### src/rtl/dmem_ctrl_pkg.sv
// Shared types and helpers for the data-memory controller: FSM states,
// funct3 size codes and the latched request record.
package dmem_ctrl_pkg;

    typedef enum logic [2:0] {
        ST_IDLE,
        ST_RD,
        ST_WR,
        ST_RMW_RD,
        ST_RMW_WR,
        ST_RSP
    } state_e;

    localparam logic [2:0] F3_B  = 3'b000;
    localparam logic [2:0] F3_H  = 3'b001;
    localparam logic [2:0] F3_W  = 3'b010;
    localparam logic [2:0] F3_BU = 3'b100;
    localparam logic [2:0] F3_HU = 3'b101;

    typedef struct packed {
        logic        we;
        logic [2:0]  funct3;
        logic [31:0] addr;
        logic [31:0] wdata;
    } req_t;

    // Undefined size codes are rejected the same way as a misaligned access.
    function automatic logic misaligned(input logic [2:0] f3, input logic [1:0] a);
        case (f3)
            F3_B, F3_BU: return 1'b0;
            F3_H, F3_HU: return a[0];
            F3_W:        return (a != 2'b00);
            default:     return 1'b1;
        endcase
    endfunction

endpackage

### src/rtl/dmem_lane_fmt.sv
// Combinational lane logic: extracts and extends a load lane from a word, and
// merges a byte/half store into an existing word.
module dmem_lane_fmt
    import dmem_ctrl_pkg::*;
(
    input  logic [2:0]  funct3_i,
    input  logic [1:0]  lane_i,
    input  logic [31:0] word_i,
    input  logic [31:0] wdata_i,
    output logic [31:0] load_o,
    output logic [31:0] merge_o
);

    logic [7:0]  byte_sel;
    logic [15:0] half_sel;

    always_comb begin
        byte_sel = word_i[{lane_i, 3'b000} +: 8];
        half_sel = lane_i[1] ? word_i[31:16] : word_i[15:0];

        case (funct3_i)
            F3_B:    load_o = {{24{byte_sel[7]}}, byte_sel};
            F3_BU:   load_o = {24'h0, byte_sel};
            F3_H:    load_o = {{16{half_sel[15]}}, half_sel};
            F3_HU:   load_o = {16'h0, half_sel};
            default: load_o = word_i;
        endcase

        merge_o = word_i;
        if (funct3_i[1:0] == 2'b00) begin
            merge_o[{lane_i, 3'b000} +: 8] = wdata_i[7:0];
        end else if (lane_i[1]) begin
            merge_o[31:16] = wdata_i[15:0];
        end else begin
            merge_o[15:0] = wdata_i[15:0];
        end
    end

endmodule

### src/rtl/dmem_ctrl.sv
// Two-port arbiter and sequencer in front of a single-port word-wide data
// memory; sub-word stores are performed as read-modify-write.
module dmem_ctrl
    import dmem_ctrl_pkg::*;
#(
    parameter int ADDR_W = 32,
    parameter bit RR_EN  = 1'b1
) (
    input  logic              clk,
    input  logic              rst,
    input  logic              c_req_valid,
    output logic              c_req_ready,
    input  logic              c_req_we,
    input  logic [2:0]        c_req_funct3,
    input  logic [ADDR_W-1:0] c_req_addr,
    input  logic [31:0]       c_req_wdata,
    output logic              c_rsp_valid,
    output logic [31:0]       c_rsp_rdata,
    output logic              c_rsp_err,
    input  logic              d_req_valid,
    output logic              d_req_ready,
    input  logic              d_req_we,
    input  logic [2:0]        d_req_funct3,
    input  logic [ADDR_W-1:0] d_req_addr,
    input  logic [31:0]       d_req_wdata,
    output logic              d_rsp_valid,
    output logic [31:0]       d_rsp_rdata,
    output logic              d_rsp_err,
    output logic              is_load,
    output logic              is_store,
    output logic [31:0]       mem_addr,
    output logic [31:0]       store_data,
    input  logic [31:0]       load_data
);

    state_e      state_q, state_d;
    logic        rr_ptr_q;
    logic        owner_q;
    req_t        req_q;
    logic        err_q;
    logic [31:0] data_q;
    logic        c_rsp_valid_q, d_rsp_valid_q;
    logic [31:0] rsp_rdata_q;
    logic        rsp_err_q;

    logic        grant;
    logic        winner;
    req_t        sel_req;
    logic [31:0] fmt_load, fmt_merge;

    // Winner is 0 for the core and 1 for DMA; rr_ptr names the port favoured on a tie.
    always_comb begin
        grant  = (state_q == ST_IDLE) && !rst && (c_req_valid || d_req_valid);
        winner = (c_req_valid && d_req_valid) ? (RR_EN ? rr_ptr_q : 1'b0) : d_req_valid;
        if (winner) begin
            sel_req.we     = d_req_we;
            sel_req.funct3 = d_req_funct3;
            sel_req.addr   = 32'(d_req_addr);
            sel_req.wdata  = d_req_wdata;
        end else begin
            sel_req.we     = c_req_we;
            sel_req.funct3 = c_req_funct3;
            sel_req.addr   = 32'(c_req_addr);
            sel_req.wdata  = c_req_wdata;
        end
    end

    assign c_req_ready = grant && !winner;
    assign d_req_ready = grant && winner;

    dmem_lane_fmt u_fmt (
        .funct3_i (req_q.funct3),
        .lane_i   (req_q.addr[1:0]),
        .word_i   ((state_q == ST_RD) ? load_data : data_q),
        .wdata_i  (req_q.wdata),
        .load_o   (fmt_load),
        .merge_o  (fmt_merge)
    );

    always_comb begin
        state_d    = state_q;
        is_load    = 1'b0;
        is_store   = 1'b0;
        store_data = 32'h0;
        case (state_q)
            ST_IDLE: begin
                if (grant) begin
                    if (misaligned(sel_req.funct3, sel_req.addr[1:0])) state_d = ST_RSP;
                    else if (!sel_req.we)                             state_d = ST_RD;
                    else if (sel_req.funct3[1:0] == 2'b10)            state_d = ST_WR;
                    else                                              state_d = ST_RMW_RD;
                end
            end
            ST_RD: begin
                is_load = 1'b1;
                state_d = ST_RSP;
            end
            ST_WR: begin
                is_store   = 1'b1;
                store_data = req_q.wdata;
                state_d    = ST_RSP;
            end
            ST_RMW_RD: begin
                is_load = 1'b1;
                state_d = ST_RMW_WR;
            end
            ST_RMW_WR: begin
                is_store   = 1'b1;
                store_data = fmt_merge;
                state_d    = ST_RSP;
            end
            ST_RSP:  state_d = ST_IDLE;
            default: state_d = ST_IDLE;
        endcase
    end

    assign mem_addr = {2'b00, req_q.addr[31:2]};

    always_ff @(posedge clk) begin
        if (rst) begin
            state_q       <= ST_IDLE;
            rr_ptr_q      <= 1'b0;
            owner_q       <= 1'b0;
            req_q         <= '0;
            err_q         <= 1'b0;
            data_q        <= 32'h0;
            c_rsp_valid_q <= 1'b0;
            d_rsp_valid_q <= 1'b0;
            rsp_rdata_q   <= 32'h0;
            rsp_err_q     <= 1'b0;
        end else begin
            state_q       <= state_d;
            c_rsp_valid_q <= 1'b0;
            d_rsp_valid_q <= 1'b0;
            if (grant) begin
                req_q    <= sel_req;
                owner_q  <= winner;
                rr_ptr_q <= ~winner;
                err_q    <= misaligned(sel_req.funct3, sel_req.addr[1:0]);
            end
            if (state_q == ST_RD)     data_q <= fmt_load;
            if (state_q == ST_RMW_RD) data_q <= load_data;
            if (state_q == ST_RSP) begin
                c_rsp_valid_q <= !owner_q;
                d_rsp_valid_q <= owner_q;
                rsp_rdata_q   <= (req_q.we || err_q) ? 32'h0 : data_q;
                rsp_err_q     <= err_q;
            end
        end
    end

    // Response data and error are shown only on the port that owns the pulse.
    assign c_rsp_valid = c_rsp_valid_q;
    assign d_rsp_valid = d_rsp_valid_q;
    assign c_rsp_rdata = c_rsp_valid_q ? rsp_rdata_q : 32'h0;
    assign d_rsp_rdata = d_rsp_valid_q ? rsp_rdata_q : 32'h0;
    assign c_rsp_err   = c_rsp_valid_q & rsp_err_q;
    assign d_rsp_err   = d_rsp_valid_q & rsp_err_q;

endmodule
### config.mk
export PLATFORM = sky130hd
export DESIGN_NAME = dmem_ctrl
export DESIGN_NICKNAME = d
export VERILOG_FILES = /design/src/rtl/dmem_ctrl_pkg.sv /design/src/rtl/dmem_lane_fmt.sv /design/src/rtl/dmem_ctrl.sv
export SDC_FILE = /design/constraint.sdc
export NUM_CORES = 1
export LEC_CHECK = 0
export BUFFER_PORTS_ARGS = -buffer_cell sky130_fd_sc_hd__buf_4
export CAP_MARGIN = 20
export CORE_UTILIZATION = 55
export CTS_CLUSTER_SIZE = 25
export DETAILED_ROUTE_END_ITERATION = 8
export GPL_TIMING_DRIVEN = 0
export PLACE_DENSITY = 0.87
export SLEW_MARGIN = 20
export SYNTH_ARGS = -nofsm -noshare
export SYNTH_HDL_FRONTEND = slang
export SYNTH_HIERARCHICAL = 1
export SYNTH_SLANG_ARGS = --single-unit
### constraint.sdc
create_clock -name clk -period 5.3 [get_ports clk]
set_input_delay 0.265 -clock clk [delete_from_list [all_inputs] [get_ports clk]]
set_output_delay 0.265 -clock clk [all_outputs]
set_load 0.02 [all_outputs]
Word-level counts from Yosys, hierarchy flattened
Index checks and enable logic that the tools add are counted.
{"block": "classes", "add_sub_neg": 1, "eq_ne": 14, "shifts": 3, "n_mux": 25, "bitwise_logic": 4, "n_reduce_logical": 22}
{"cell": "two-way mux 32 bit", "n": 7}
{"cell": "case mux 32 bit (4 select lines)", "n": 1}
{"cell": "two-way mux 68 bit", "n": 1}
{"cell": "case mux 32 bit (2 select lines)", "n": 1}
{"cell": "two-way mux 16 bit", "n": 3}
{"cell": "bitwise mux 32 bit", "n": 1}
{"cell": "variable shift 8 x 7 -> 32 bit, first input constant", "n": 1}
{"cell": "indexed part select 32 x 6 -> 8 bit", "n": 1}
{"cell": "indexed part select 8 x 7 -> 32 bit", "n": 1}
{"cell": "== test 3 bit, second input constant", "n": 6}
{"cell": "OR reduction 2 bit", "n": 5}
{"cell": "== test 3 x 1 -> 1 bit, second input constant", "n": 3}
{"cell": "== test 3 x 2 -> 1 bit, second input constant", "n": 3}
{"cell": "zero test 3 bit", "n": 3}
{"cell": "case mux 3 bit (3 select lines)", "n": 1}
{"cell": "negation 5 -> 7 bit", "n": 1}
{"cell": "two-way mux 1 bit", "n": 6}
{"cell": "two-way mux 3 bit", "n": 2}
{"cell": "logical AND 1 bit", "n": 5}
{"cell": "nonzero test 2 bit", "n": 2}
{"cell": "zero test 1 bit", "n": 3}
{"cell": "case mux 1 bit (3 select lines)", "n": 1}
{"cell": "OR reduction 3 bit", "n": 1}
{"cell": "bitwise AND 1 bit", "n": 2}
{"cell": "6 further kinds", "n": 8}
{"block": "word_totals", "register_bits": 141, "in_bits": 172, "out_inout_bits": 136, "elab_cells": 82}

Longest topological paths before layout
{"block": "depth", "ltp_word": 11, "ltp_mapped": 13, "depth_no_buf": 9}

Cells and area by module
Netlist, hierarchy kept.
{"mod": "dmem_ctrl", "n_inst": 1, "cells_each": 767, "area_each_um2": 7307.0, "seq_area_each_um2": 2822.7}
{"mod": "dmem_lane_fmt", "n_inst": 1, "cells_each": 219, "area_each_um2": 1437.6, "seq_area_each_um2": 0.0}

Worst setup path after synthesis
OpenSTA, ideal clock, no wires.
{"block": "synth_path", "path_type": "reg-to-reg", "from": "reg state_q[0]", "to": "reg data_q[23]", "setup_ns": 0.149, "arrival_time_ns": 2.516, "required_ns": 5.151, "setup_slack_ns": 2.635, "path_stages_with_launch": 14, "path_buffers": 4, "period_less_slack_ns": 2.665, "path_cell_list": "dfxtp_1 > buf_4 > nor2b_1 > nor2b_1 > clkbuf_2 > buf_2 > mux2_2 > mux2i_1 > o22ai_2 > a21oi_2 > buf_2 > nand2_1 > mux2i_1 > a211oi_1"}
{"block": "synth_via", "elab_chain_cells": 6, "word_cells_on_any_way": 9, "classes_between": "2 x eq/ne; 1 x shift; 5 x mux; 1 x reduce/logical"}
{"element": "start: declaration", "line_no": "dmem_ctrl.sv:36", "source": "state_e state_q, state_d;"}
{"element": "start signal: assignment", "line_no": "dmem_ctrl.sv:132", "source": "state_q <= state_d;"}
{"element": "== test 3 x 1 -> 1 bit (*)", "line_no": "dmem_ctrl.sv:74", "source": ".word_i ((state_q == ST_RD) ? load_data : data_q),"}
{"element": "two-way mux 32 bit (*)", "line_no": "dmem_ctrl.sv:74"}
{"element": "indexed part select 32 x 6 -> 8 bit / two-way mux 16 bit (equally long branches)", "line_no": "dmem_lane_fmt.sv:18, dmem_lane_fmt.sv:19"}
{"element": "case mux 32 bit (4 select lines) (*)", "line_no": "dmem_lane_fmt.sv:21", "source": "case (funct3_i)"}
{"element": "via fmt_load[23]", "line_no": "dmem_ctrl.sv:49", "source": "logic [31:0] fmt_load, fmt_merge;"}
{"element": "two-way mux 32 bit (*)", "line_no": "dmem_ctrl.sv:141", "source": "if (state_q == ST_RD) data_q <= fmt_load;"}
{"element": "two-way mux 32 bit (*)", "line_no": "dmem_ctrl.sv:142", "source": "if (state_q == ST_RMW_RD) data_q <= load_data;"}
{"element": "end signal: assignment", "line_no": "dmem_ctrl.sv:141"}
{"element": "end signal: assignment", "line_no": "dmem_ctrl.sv:142"}
{"element": "end: declaration", "line_no": "dmem_ctrl.sv:41", "source": "logic [31:0] data_q;"}
The timed path passes the listed nets; every way through them passes the cells marked *. The select of a mux whose other input is x is not followed.
A chain may end at the register's enable or synchronous reset.

Final worst setup path
{"block": "layout_path", "from": "reg req_q[32] (netlist name)", "to": "out store_data[30]"}
{"block": "layout_via", "elab_chain_cells": 5, "word_cells_on_any_way": 6, "classes_between": "1 x add/sub; 2 x shift; 3 x mux"}
{"element": "start: declaration", "line_no": "dmem_ctrl.sv:39", "source": "req_t req_q;"}
{"element": "start signal: assignment", "line_no": "dmem_ctrl.sv:136", "source": "req_q <= sel_req;"}
{"element": "negation 5 -> 7 bit (*)", "line_no": "dmem_lane_fmt.sv:31", "source": "merge_o[{lane_i, 3'b000} +: 8] = wdata_i[7:0];"}
{"element": "indexed part select 8 x 7 -> 32 bit / variable shift 8 x 7 -> 32 bit (equally long branches)", "line_no": "dmem_lane_fmt.sv:31"}
{"element": "bitwise mux 32 bit (*)", "line_no": "dmem_lane_fmt.sv:31"}
{"element": "two-way mux 32 bit (*)", "line_no": "dmem_lane_fmt.sv:30", "source": "if (funct3_i[1:0] == 2'b00) begin"}
{"element": "via fmt_merge[30]", "line_no": "dmem_ctrl.sv:49"}
{"element": "case mux 32 bit (2 select lines) (*)", "line_no": "dmem_ctrl.sv:85", "source": "case (state_q)"}
{"element": "end: declaration", "line_no": "dmem_ctrl.sv:32", "source": "output logic [31:0] store_data,"}
The timed path passes the listed nets; every way through them passes the cells marked *.

==> impl_metrics.toml <==
[setup_path]
critical-path-top-delay-family = "compound AO/OA/AOI/OAI gates"
crit_fanout = 10
crit_chain = "buf_4, inv_1, ha_1, nand3b_1, nor2_1, a221oi_1, a21oi_1, a22o_1, buf_4"
r2r_slack_ps = 2070
cp.required_ps = 5040
cp.arrival_ps = 3150
crit_top_cell = "buf_4"
cp_slowest_stage_delay_ps = 540
startpoint_type = "flop"
crit_slowest_cell = "dfxtp_1"
end_kind = "output port"
crit_buf_inv = 3
critPathKind = "reg -> out"

[synth]
synth_top_flop_cell = "dfxtp_1"
synthCells = 986
synth-xor-area-share = 0
async_flop_share = 0
synth_edf_count = 0
synth-compound-area-share = 0.2508
yosys.area_share.simple = 0.2181
netlist_area_um2 = 8745
muxShareOfSynthArea = 0.1112
yosysSeqAreaShare = 0.3228
ys_seq_elements = 141
synth_top_family_by_area = "compound AO/OA/AOI/OAI gates"
synth-adder-area-share = 0.007154
synth.avg_cell_area_um2 = 8.869
netlist-cell-type-count = 57
yosysWarnings = 6

[placed_design]
hpwlAfterDp_um = 24050
io_buffers = 303
place_congestion = 0.9905

[timing]
rsz0062_at_grt = "false"
worst_slew_pin_slew_ps = 885.0
fmax_ghz = 0.2927
drv_slew = 0
slew_headroom = 0.4100
finalHoldViolCount = 0
finClkSkew_ps = 10.73
setup_viol_count_final = 0
hold-worst-slack_ps = 24.69
fin_crit_sh = 0.6447
tns_ps = 0
finalCriticalPeriod_ps = 3417

[route]
drtIter0Drc = 769
wl_per_cell_um = 20.34
drtPass1Iterations = 5
via_per_inst = 6.014
wl_um = 31190
ant_nets = 0
drc = 0
vias = 9219

[final_layout]
finalCoreUtilization = 0.7778
fin_nets = 1486
most-common-layout-cells = "buf_4 (339), dfxtp_1 (141), and3_1 (125)"
syn_to_final_growth_pct = 36.71
layout-drive-gt1-share = 0.3540
fillerInstances = 1149
final_common_cell = "buf_4"
diodes = 0

[floorplan]
coreArea_um2 = 15370
placementRows = 45
die_area_um2 = 16410
die_y_um = 128.1
die_w_um = 128.1
start_util = 0.5689
ios = 308

[grt]
grt_pass1_wl_um = 48120
overflow = 0
grt_max_degree = 17
grt.total_usage = 0.3812
antenna_found_initial = 0
grt_pass1_vias = 9055

[pwr]
power_density_nw_per_um2 = 308.8
leakage_nw = 6.229
vdd_drop_max_v = 0.0002152
total_power_mw = 3.692

[clock_network]
cts_resized = 0
clkTransAtPathRegs_ps = 70
cts_sinks = 141
cts_hold_buf = 0
post_cts_buffers = 0
cts_tree = "yes"
cts_max_level = 4
clk_path_buf_depth = 2
cts_root_buffer = "clkbuf_16"
cts_buffers = 17
clk_latency_ps = 440

[run_status]
status = "finished clean"

[hold_path]
holdCritPathClass = "in -> reg"

[flow_run]
maxCapViolCount = 0
[area by class of cell]
class	instances	area [um2]	share of cell area
Clock buffer	22	484.2	0.04050
Inverter	5	18.77	0.001570
Buffer	126	764.5	0.06395
Tap cell	211	264.0	0.02208
Multi-Input combinational cell	715	5142	0.4301
Timing Repair Buffer	303	2275	0.1903
Clock inverter	10	183.9	0.01538
Sequential cell	141	2823	0.2361
[through the flow]
stage	setup slack, ps	std cells	cell area, um2
5_1_grt	1757	1533	11960
3_3_place_gp	2225	1501	11290
6_report	1883	1533	11960
2_1_floorplan	2635	987	8748
4_1_cts	1982	1533	11960
3_5_place_dp	2172	1501	11290
[cell families (layout without fill, tap and decap cells)]
logic type	Yosys count	count (layout)
buffers and inverters	131	466
DFF	141	141
adders and majority gates	5	5
muxes	93	93
and+or+nand+nor	340	340
other	1	2
AOI/OAI and AO/OA	275	275
[path summary, 6_finish.rpt]
path / cells after the start / to / startpoint
max: 9 / store_data[30] / req_q[32]
min: 2 / mem_addr[4] / d_req_addr[6]
max reg2reg: 13 / data_q[17] / state_q[0]
min reg2reg: 2 / rsp_err_q / rsp_err_q
[cells in the mapped netlist (2+ instances only)]
library cell / number / area, um2
mux2i_1: 60 / 600.6
a22o_1: 85 / 744.5
buf_4: 36 / 270.3
dfxtp_1: 141 / 2823
o21a_1: 2 / 15.01
nor2b_1: 6 / 37.54
nor3_1: 7 / 35.03
a221o_1: 5 / 50.05
buf_6: 15 / 168.9
nor4_1: 2 / 12.51
mux2_2: 32 / 360.4
a211oi_1: 34 / 255.2
nand2b_1: 4 / 25.02
ha_1: 5 / 62.56
buf_1: 5 / 18.77
a221oi_1: 12 / 105.1
a21oi_2: 2 / 17.52
buf_2: 34 / 170.2
nand3b_1: 2 / 15.01
o21ai_0: 14 / 70.07
or2_2: 3 / 18.77
nor4b_1: 2 / 17.52
nor4_4: 2 / 42.54
inv_1: 5 / 18.77
a31oi_1: 11 / 68.82
a21oi_1: 32 / 160.2
clkbuf_1: 35 / 131.4
and2b_1: 2 / 15.01
nor2_1: 54 / 202.7
and3_1: 125 / 782.0
nand3_1: 7 / 35.03
a311oi_1: 2 / 17.52
a32o_1: 2 / 20.02
a211o_1: 62 / 543.0
nand2_1: 49 / 183.9
a21o_1: 2 / 15.01
and2_1: 68 / 425.4
[report_power, final]
group / switching, mW / internal [mW] / total [mW]
clock network: 0.478 / 0.884 / 1.36
registers: 0.0869 / 1.15 / 1.24
logic: 0.601 / 0.490 / 1.09
total: 1.17 / 2.53 / 3.69
[state kept, by name, indices dropped and copies added (netlist names), 3 cells and up]
name,flops
req_q,38
data_q,32
rsp_rdata_q,32
mem_addr,30
state_q,3
[routing by layer]
layer  track usage  part of all wire
met1        0.4615              0.40
met2        0.6215              0.46
met3       0.07763             0.082
met4        0.2360             0.060
met5             0                 0
No activity file was read; power rests on OpenSTA's default activity.
